File: src/rtl/wt_cache_pkg.sv
// Shared types and constants for the write-through data cache read path.
package wt_cache_pkg;

  typedef enum logic [2:0] {
    IDLE,
    READ,
    MISS_REQ,
    MISS_WAIT,
    KILL_MISS,
    KILL_MISS_ACK,
    REPLAY_REQ,
    REPLAY_READ
  } rd_state_e;

  // Size code that asks the miss unit for a whole cacheline.
  localparam logic [2:0] CL_SIZE = 3'b111;

endpackage

File: src/rtl/wt_dcache_rd_ctrl_fp.sv
// Read-port controller: array lookup, miss handoff, replay on readout
// collisions with escalation to a noncacheable forced miss.
module wt_dcache_rd_ctrl_fp
  import wt_cache_pkg::*;
#(
  parameter int unsigned NumWays = 4,
  parameter int unsigned DataWidth = 64,
  parameter int unsigned TagWidth = 44,
  parameter int unsigned IdxWidth = 6,
  parameter int unsigned OffWidth = 4,
  parameter int unsigned MaxReplay = 3,
  parameter logic [TagWidth-1:0] CachedTagLo = '0,
  parameter logic [TagWidth-1:0] CachedTagHi = '1,
  parameter int unsigned RdTxId = 1
) (
  input  logic                                  clk_i,
  input  logic                                  rst_i,
  input  logic                                  cache_en_i,
  input  logic                                  stall_i,
  output logic                                  busy_o,
  input  logic                                  req_i,
  input  logic [IdxWidth+OffWidth-1:0]          index_i,
  input  logic [1:0]                            size_i,
  output logic                                  gnt_o,
  input  logic [TagWidth-1:0]                   tag_i,
  input  logic                                  tag_vld_i,
  input  logic                                  kill_i,
  output logic                                  rvalid_o,
  output logic [DataWidth-1:0]                  rdata_o,
  output logic                                  miss_req_o,
  input  logic                                  miss_ack_i,
  input  logic                                  miss_replay_i,
  input  logic                                  miss_rtrn_i,
  output logic [TagWidth+IdxWidth+OffWidth-1:0] miss_paddr_o,
  output logic                                  miss_nc_o,
  output logic [2:0]                            miss_size_o,
  output logic [NumWays-1:0]                    miss_vld_o,
  input  logic                                  wr_cl_vld_i,
  output logic                                  rd_req_o,
  input  logic                                  rd_ack_i,
  output logic [TagWidth-1:0]                   rd_tag_o,
  output logic [IdxWidth+OffWidth-1:0]          rd_index_o,
  input  logic [DataWidth-1:0]                  rd_data_i,
  input  logic [NumWays-1:0]                    rd_vld_i,
  input  logic [NumWays-1:0]                    rd_hit_oh_i,
  output logic                                  forced_miss_o
);

  localparam int unsigned AddrW = IdxWidth + OffWidth;
  localparam int unsigned CntW = (MaxReplay > 0) ? $clog2(MaxReplay + 1) : 1;
  localparam logic [CntW-1:0] MaxCnt = CntW'(MaxReplay);

  rd_state_e state_q, state_d;
  logic [AddrW-1:0] ix_q, ix_d;
  logic [1:0] size_q, size_d;
  logic [TagWidth-1:0] tag_q, tag_d;
  logic [CntW-1:0] cnt_q, cnt_d;
  logic forced_q, forced_d;
  logic rd_ack_q, rd_req_q;
  logic [NumWays-1:0] miss_vld_q;
  logic hit, do_replay;

  // Subtraction borrow instead of relational operators keeps the range check
  // free of constant-comparison results when the bounds are 0 or all-ones.
  function automatic logic tag_in_range(input logic [TagWidth-1:0] t);
    logic [TagWidth:0] ge;
    logic [TagWidth:0] le;
    ge = {1'b0, t} - {1'b0, CachedTagLo};
    le = {1'b0, CachedTagHi} - {1'b0, t};
    return !ge[TagWidth] && !le[TagWidth];
  endfunction

  assign tag_d = (state_q == READ && tag_vld_i) ? tag_i : tag_q;
  assign hit = (|rd_hit_oh_i) & cache_en_i & tag_in_range(tag_d) & !forced_q;

  always_comb begin
    state_d = state_q;
    ix_d = ix_q;
    size_d = size_q;
    cnt_d = cnt_q;
    forced_d = forced_q;
    rd_req_o = 1'b0;
    gnt_o = 1'b0;
    rvalid_o = 1'b0;
    miss_req_o = 1'b0;
    forced_miss_o = 1'b0;
    do_replay = 1'b0;

    unique case (state_q)
      IDLE: begin
        rd_req_o = req_i & !stall_i;
        gnt_o = rd_req_o & rd_ack_i;
        if (gnt_o) state_d = READ;
      end
      READ, REPLAY_READ: begin
        rd_req_o = 1'b1;
        if (kill_i) begin
          rvalid_o = 1'b1;
          state_d = IDLE;
        end else if (tag_vld_i || state_q == REPLAY_READ) begin
          if (wr_cl_vld_i || !rd_ack_q) begin
            do_replay = 1'b1;
          end else if (hit) begin
            rvalid_o = 1'b1;
            gnt_o = req_i & rd_ack_i & !stall_i;
            state_d = gnt_o ? READ : IDLE;
          end else begin
            state_d = MISS_REQ;
          end
        end
      end
      MISS_REQ: begin
        miss_req_o = 1'b1;
        if (kill_i) begin
          rvalid_o = 1'b1;
          state_d = miss_ack_i ? KILL_MISS : KILL_MISS_ACK;
        end else if (miss_replay_i) begin
          do_replay = 1'b1;
        end else if (miss_ack_i) begin
          state_d = MISS_WAIT;
        end
      end
      MISS_WAIT: begin
        if (miss_rtrn_i) begin
          rvalid_o = 1'b1;
          state_d = IDLE;
        end else if (kill_i) begin
          rvalid_o = 1'b1;
          state_d = KILL_MISS;
        end
      end
      KILL_MISS: begin
        if (miss_rtrn_i) state_d = IDLE;
      end
      KILL_MISS_ACK: begin
        miss_req_o = 1'b1;
        if (miss_replay_i) state_d = IDLE;
        else if (miss_ack_i) state_d = KILL_MISS;
      end
      REPLAY_REQ: begin
        rd_req_o = 1'b1;
        if (kill_i) begin
          rvalid_o = 1'b1;
          state_d = IDLE;
        end else if (rd_ack_i) begin
          state_d = REPLAY_READ;
        end
      end
      default: state_d = IDLE;
    endcase

    // The counter stops at the limit, so it saturates without extra logic.
    if (do_replay) begin
      if (cnt_q == MaxCnt) begin
        forced_d = 1'b1;
        forced_miss_o = 1'b1;
        state_d = MISS_REQ;
      end else begin
        cnt_d = cnt_q + CntW'(1);
        state_d = REPLAY_REQ;
      end
    end

    if (gnt_o) begin
      ix_d = index_i;
      size_d = size_i;
      cnt_d = '0;
      forced_d = 1'b0;
    end
  end

  always_ff @(posedge clk_i) begin
    if (rst_i) begin
      state_q <= IDLE;
      ix_q <= '0;
      size_q <= '0;
      tag_q <= '0;
      cnt_q <= '0;
      forced_q <= 1'b0;
      rd_ack_q <= 1'b0;
      rd_req_q <= 1'b0;
      miss_vld_q <= '0;
    end else begin
      state_q <= state_d;
      ix_q <= ix_d;
      size_q <= size_d;
      tag_q <= tag_d;
      cnt_q <= cnt_d;
      forced_q <= forced_d;
      rd_ack_q <= rd_ack_i;
      rd_req_q <= rd_req_o;
      if (rd_req_q) miss_vld_q <= rd_vld_i;
    end
  end

  assign busy_o = (state_q != IDLE);
  assign rd_index_o = ix_d;
  assign rd_tag_o = tag_d;
  assign rdata_o = rd_data_i;
  assign miss_paddr_o = {tag_q, ix_q};
  assign miss_nc_o = !cache_en_i | !tag_in_range(tag_q) | forced_q;
  assign miss_size_o = miss_nc_o ? {1'b0, size_q} : CL_SIZE;
  assign miss_vld_o = miss_vld_q;

  // The transaction ID is consumed by the miss unit, not by this port.
  logic unused_cfg;
  assign unused_cfg = ^{RdTxId};

endmodule

File: config.mk
export PLATFORM = sky130hd
export DESIGN_NAME = wt_dcache_rd_ctrl_fp
export DESIGN_NICKNAME = d
export VERILOG_FILES = /design/src/rtl/wt_cache_pkg.sv /design/src/rtl/wt_dcache_rd_ctrl_fp.sv
export SDC_FILE = /design/constraint.sdc
export NUM_CORES = 1
export LEC_CHECK = 0
export CAP_MARGIN = 20
export CORE_AREA = 5 5 124 126
export DETAILED_ROUTE_END_ITERATION = 16
export DIE_AREA = 0 0 129 131
export GPL_TIMING_DRIVEN = 0
export HOLD_SLACK_MARGIN = 0.06
export PLACE_DENSITY_LB_ADDON = 0.25
export REMOVE_ABC_BUFFERS = 1
export SYNTH_ARGS = -nofsm -noshare
export SYNTH_HDL_FRONTEND = slang
export SYNTH_SLANG_ARGS = --single-unit
File: constraint.sdc
create_clock -name clk_i -period 3 [get_ports clk_i]
set_input_delay 0.6 -clock clk_i [delete_from_list [all_inputs] [get_ports clk_i]]
set_output_delay 0.6 -clock clk_i [all_outputs]
set_load 0.02 [all_outputs]
==> results of run 1 <==
==> through the flow <==
stage	worst slack (ns)	cells	total power, uW	hold slack (ns)	utilization, %
after floorplan	0.168	289	1800	0.443	-
after global placement	-0.950	670	2480	0.470	37.4
after CTS	0.0675	704	3600	0.494	40.4
after global routing	0.00937	704	3730	0.508	40.4
after detailed placement	-0.965	670	2480	0.479	37.4
final	0.0649	704	3540	0.488	40.4
==> power by group <==
group / total [uW] / switching, uW / internal, uW / leakage, uW
registers: 1090 / 81.7 / 1010 / 0.000553
logic: 1390 / 697 / 689 / 0.00160
clock network: 1060 / 397 / 660 / 0.000138
==> registers in the layout, indices dropped and copies added (netlist names) <==
signal / count
size_q: 2
miss_vld_o: 4
rd_ack_q: 1
forced_q: 1
cnt_q: 2
ix_q: 10
state_q: 3
rd_req_q: 1
tag_q: 44
==> logic make-up (layout without fill, tap and decap cells) <==
group / after synthesis / count (layout)
buf+inv: 90 / 231
xor+xnor: 1 / 1
fa+ha+maj: 1 / 1
compound gates: 27 / 27
flops: 68 / 68
simple gates: 116 / 121
mux: 71 / 71
==> what timing repair did <==
action,in CTS,in global routing
resized for setup,193,0
hold endpoints to repair,0,0
setup endpoints to repair,57,0
buffers inserted,14,0
==> final timing paths <==
path                                     end  slack [ns]  cells after the start  startpoint
worst min register to register       ix_q[6]        0.49                      2     ix_q[6]
worst min-delay path                 ix_q[6]        0.49                      2     ix_q[6]
worst max register to register       ix_q[9]        0.80                      6  state_q[1]
worst max-delay path            rd_tag_o[15]        0.06                      6   tag_vld_i
==> worst min-delay path, stage by stage, from the launching register on <==
cell and delay, ns:
dfxtp_1 0.32, nand2b_1 0.07, mux2i_1 0.05
==> synth_stat cells, types with 2 or more instances <==
cell,instances
a211o_1,2
a21oi_1,5
a31oi_1,2
and2_1,2
buf_2,4
buf_4,66
buf_6,5
clkbuf_1,9
dfxtp_1,68
inv_1,5
mux2_1,5
mux2_2,49
mux2i_1,17
nand2_1,6
nand2b_1,31
nand3b_1,5
nor2_1,7
nor2b_1,50
nor3_1,2
nor3_2,2
nor4b_1,3
o21ai_0,8
==> layout make-up <==
cell class	count	area, um2	share of cell area, %
inverter	5	18.8	0.327
multi-input combinational	221	1840	32.0
timing repair buffer	211	1990	34.7
sequential	68	1370	23.8
clock inverter	4	50.0	0.872
tap	184	230	4.01
clock buffer	11	243	4.23
==> layer usage <==
metal  global-route usage (%)  vias to the layer above  wire, um
met5                     7.65                        -       125
met4                     3.95                        4       124
met3                     19.8                       15      3490
met2                     22.1                      227      5990
met1                     19.2                     1424      5610
li1                         -                     1473         -
==> layout by cell type, fill, tap and decap left out, types with 11 or more instances in the layout <==
cell / netlist / layout
nor2b_1: 50 / 48
clkdlybuf4s50_1: 0 / 137
clkdlybuf4s15_2: 0 / 11
buf_2: 4 / 28
clkdlybuf4s15_1: 0 / 11
mux2i_1: 17 / 17
mux2_2: 49 / 48
dfxtp_1: 68 / 65
nand2b_1: 31 / 30
==> impl_metrics.json, run 1 <==
{
  "status": "finished, final reports clean",
  "max_stage_delay_ns": 0.50,
  "first_pass_iters": 4,
  "yosys.area_share.simple_pct": 19.8,
  "drive_above_1_share_pct": 26.7,
  "postCtsHoldBufs": 0,
  "rsz0062_at_grt": "false",
  "fin_area_um2": 5740,
  "synth_top_family_by_area": "multiplexers",
  "row_count": 44,
  "gp_congestion": 0.771,
  "period_needed_ns": 2.94,
  "arrival_ns": 2.34,
  "synth.distinct_cells": 43,
  "syn_to_final_growth_pct": 54.1,
  "cts_tree": "built",
  "synth_flop_cell": "dfxtp_1",
  "synth_xor_area_share_pct": 0.235,
  "synth.area.mux_share_pct": 20.9,
  "worst-setup-path-type": "in -> out",
  "ys_async_sr_fraction_pct": 0,
  "max-slew-margin-rel_pct": 43.8,
  "p_per_area_nw_per_um2": 616,
  "hold_viol": 0,
  "syn_area_um2": 3720,
  "clock_sinks": 68,
  "power_leakage_uw": 0.00229,
  "finalSetupViolations": 0,
  "max_freq_mhz": 341,
  "antennaDiodeCount": 0,
  "dieArea_um2": 16900,
  "worstSetupEndpointType": "output port",
  "drt-initial-drc-count": 133,
  "overflow": 0,
  "root_buffer": "clkbuf_16",
  "ys_ff_latch": 68,
  "n_fill_cell": 1421,
  "placed_area_um2": 5320,
  "die-height_um": 131,
  "clk_latency_ns": 0.33,
  "nets": 657,
  "yosys.area.top_type": "dfxtp_1",
  "fin_skew_ns": 0.00561,
  "hpwl_um": 11300,
  "crit_required_ns": 2.40,
  "maxSlewViolCount": 0,
  "cp_max_fo": 11,
  "grt_antenna_before_repair": 0,
  "crit_buf_inv": 3,
  "setup_tns_ns": 0,
  "htreeDepth": 3,
  "path_cells": "dlygate4sd2_1 -> or3b_4 -> nor2_4 -> buf_12 -> mux2_1 -> clkdlybuf4s15_2",
  "postRouteAntennaNets": 0,
  "io_pins": 326,
  "die_w_um": 129,
  "path_clk_slew_ns": 0.05,
  "hp-class": "reg -> reg",
  "seq_area_frac_synth_pct": 36.5,
  "wl_um": 15300,
  "synth_fa_ha_area_share_pct": 0.336,
  "start_util_pct": 26.2,
  "ys_warn_count": 0,
  "grt_pass1_vias": 3414,
  "worstMarginPinSlew_ns": 0.842,
  "fin_crit_sh_pct": 97.8,
  "vias": 3143,
  "synth_edf_count": 0,
  "grt_max_degree": 84,
  "wl_per_cell_um": 21.8,
  "clock_path_buffers": 2,
  "syn_avg_cell_area_um2": 9.96,
  "grt_first_pass_wirelength_um": 21800,
  "drc": 0,
  "core_area_um2": 14200,
  "ir_drop_mv": 0.270,
  "portBuffers": 197,
  "synth_top_area_share_pct": 36.5,
  "grtUsageTotal_pct": 17.7,
  "synthCells": 374,
  "ys_top_cells_by_area": "dfxtp_1, mux2_2, buf_4, nor2b_1, nand2b_1",
  "cts_buffers": 9,
  "synth_compound_area_share_pct": 5.37,
  "start_kind": "input pin",
  "slowest_stage": "or3b_4",
  "critical-path-top-delay-family": "buffers and inverters",
  "maxCapViolations": 0,
  "routed_via_density": 4.46
}
Power figures use the tool's default switching activity.
==> inputs of run 2 (changes only) <==
--- a/config.mk
+++ b/config.mk
@@ -6,9 +6,11 @@
 export NUM_CORES = 1
 export LEC_CHECK = 0
 export CAP_MARGIN = 20
-export CORE_AREA = 5 5 124 126
+export CELL_PAD_IN_SITES_DETAIL_PLACEMENT = 0
+export CELL_PAD_IN_SITES_GLOBAL_PLACEMENT = 1
+export CORE_MARGIN = 5
+export CORE_UTILIZATION = 23
 export DETAILED_ROUTE_END_ITERATION = 16
-export DIE_AREA = 0 0 129 131
 export GPL_TIMING_DRIVEN = 0
 export HOLD_SLACK_MARGIN = 0.06
 export PLACE_DENSITY_LB_ADDON = 0.25
==> impl_metrics.json, run 2 (synthesized netlist as in run 1, its figures left out) <==
{
  "die_w_um": 137,
  "antennaDiodeCount": 0,
  "path_depth": 7,
  "routed_via_density": 4.31,
  "wl_um": 19700,
  "setup_tns_ns": 0,
  "power_leakage_uw": 0.00233,
  "first_pass_iters": 4,
  "place_ws_ns": -1.01,
  "p_per_area_nw_per_um2": 626,
  "grt_antenna_before_repair": 2,
  "max_freq_mhz": 343,
  "grt_first_pass_wirelength_um": 25900,
  "die-height_um": 137,
  "largest_reg_flops": 44,
  "syn_to_final_growth_pct": 58.6,
  "largest_register": "tag_q",
  "worstMarginPinSlew_ns": 0.887,
  "row_count": 46,
  "htreeDepth": 3,
  "finalSetupViolations": 0,
  "maxCapViolations": 0,
  "gp_congestion": 0.817,
  "drive_above_1_share_pct": 29.4,
  "clk_latency_ns": 0.34,
  "fin_crit_sh_pct": 97.1,
  "power.switching_uw": 1220,
  "cts_tree": "built",
  "ir_drop_mv": 0.229,
  "portBuffers": 197,
  "crit_buf_inv": 4,
  "fin_skew_ns": 0.0108,
  "r2r_start": "state_q[0]",
  "rsz0062_at_grt": "false",
  "fin_ws_ns": 0.0876,
  "dieArea_um2": 18800,
  "overflow": 0,
  "clock_sinks": 68,
  "regToRegSetupSlack_ns": 0.78,
  "critical-path-top-delay-family": "buffers and inverters",
  "r2r-end": "ix_q[7]",
  "cp_max_fo": 5,
  "slowest_stage": "or3b_4",
  "p_int_uw": 2490,
  "hp-start": "size_q[0]",
  "nets": 661,
  "power.total_uw": 3700,
  "arrival_ns": 2.31,
  "final_cell_mix": "clkdlybuf4s50_1, dfxtp_1, mux2_2, nor2b_1, nand2b_1",
  "cts_buffers": 9,
  "crit_required_ns": 2.40,
  "maxSlewViolCount": 0,
  "io_pins": 326,
  "grtUsageTotal_pct": 20.4,
  "start_kind": "input pin",
  "min_to": "size_q[0]",
  "power_frac_seq_pct": 29.5,
  "hold_slack_ns": 0.473,
  "grt_max_degree": 84,
  "worst-setup-path-type": "in -> out",
  "period_needed_ns": 2.91,
  "p_sw_share_pct": 32.9,
  "status": "finished, final reports clean",
  "path_clk_slew_ns": 0.06,
  "fin_area_um2": 5910,
  "worstSetupEndpointType": "output port",
  "grt_pass1_vias": 3216,
  "clock_path_buffers": 2,
  "core_area_um2": 15900,
  "drt-initial-drc-count": 85,
  "final_common_cell": "clkdlybuf4s50_1",
  "placed_area_um2": 5360,
  "wl_per_cell_um": 26.6,
  "vias": 3189,
  "worstHoldPathCells": 2,
  "postRouteAntennaNets": 0,
  "start_util_pct": 23.4,
  "hold_viol": 0,
  "max-slew-margin-rel_pct": 40.8,
  "clockPowerShare_pct": 31.4,
  "drc": 0,
  "hpwl_um": 15600,
  "root_buffer": "clkbuf_16",
  "hp-class": "reg -> reg",
  "max_stage_delay_ns": 0.44,
  "r2r.worst_path.cells": 6,
  "p_comb_share_pct": 39.0,
  "path_cells": "clkdlybuf4s15_1 -> or3b_4 -> buf_4 -> nor2_4 -> buf_4 -> mux2_2 -> clkdlybuf4s15_1"
}
[run 2: layer usage]
metal	GRT usage, %	up-vias	share of wire, %
li1	-	1489	-
met1	18.9	1436	31
met2	31.3	242	45
met3	20.5	16	23
met4	5.16	6	0.91
met5	3.61	-	0.56
[run 2: power by group through the flow]
stage	Clock, uW	Sequential, uW	Combinational, uW
final	1160	1090	1450
after global routing	1240	1110	1520
after CTS	1220	1090	1460
after detailed placement	0	1110	1380
after global placement	0	1110	1380
after floorplan	0	1210	587
[run 2: cell type report]
cell class / instances / area (um2)
inverters: 5 / 18.8
fillers: 1649 / 9980
multi-input cells: 221 / 1830
flip-flops and latches: 68 / 1370
clock buffers: 11 / 243
repair buffers: 215 / 2110
clock inverters: 4 / 73.8
well taps: 216 / 270
[run 2: repair_timing]
action,4_1_cts,5_1_grt
gates resized for setup,200,5
pin swaps,9,4
gates cloned,6,0
setup endpoints to repair,57,25
hold buffers,0,0
setup buffers,15,2
[run 2: tightest hold or removal path, stage by stage, from the launching register on]
cell and delay (ns):
dfxtp_1 0.31, nand2b_1 0.06, mux2i_1 0.06
[run 2: stage by stage]
stage | instances | util, %
floorplan | 289 | -
CTS | 738 | 37.1
detailed placement | 702 | 33.7
global placement | 702 | 33.7
finish | 740 | 37.2
global route | 740 | 37.2
[run 2: worst max path at each step]
stage / endpoint / slack [ns] / from
floorplan: rd_index_o[0] / 0.17 / cache_en_i
CTS: rd_index_o[8] / 0.04 / rd_hit_oh_i[2]
detailed placement: rd_index_o[4] / -1.01 / kill_i
finish: rd_tag_o[35] / 0.09 / tag_vld_i
global placement: rd_index_o[9] / -1.01 / kill_i
global route: rd_index_o[8] / 0.003 / wr_cl_vld_i
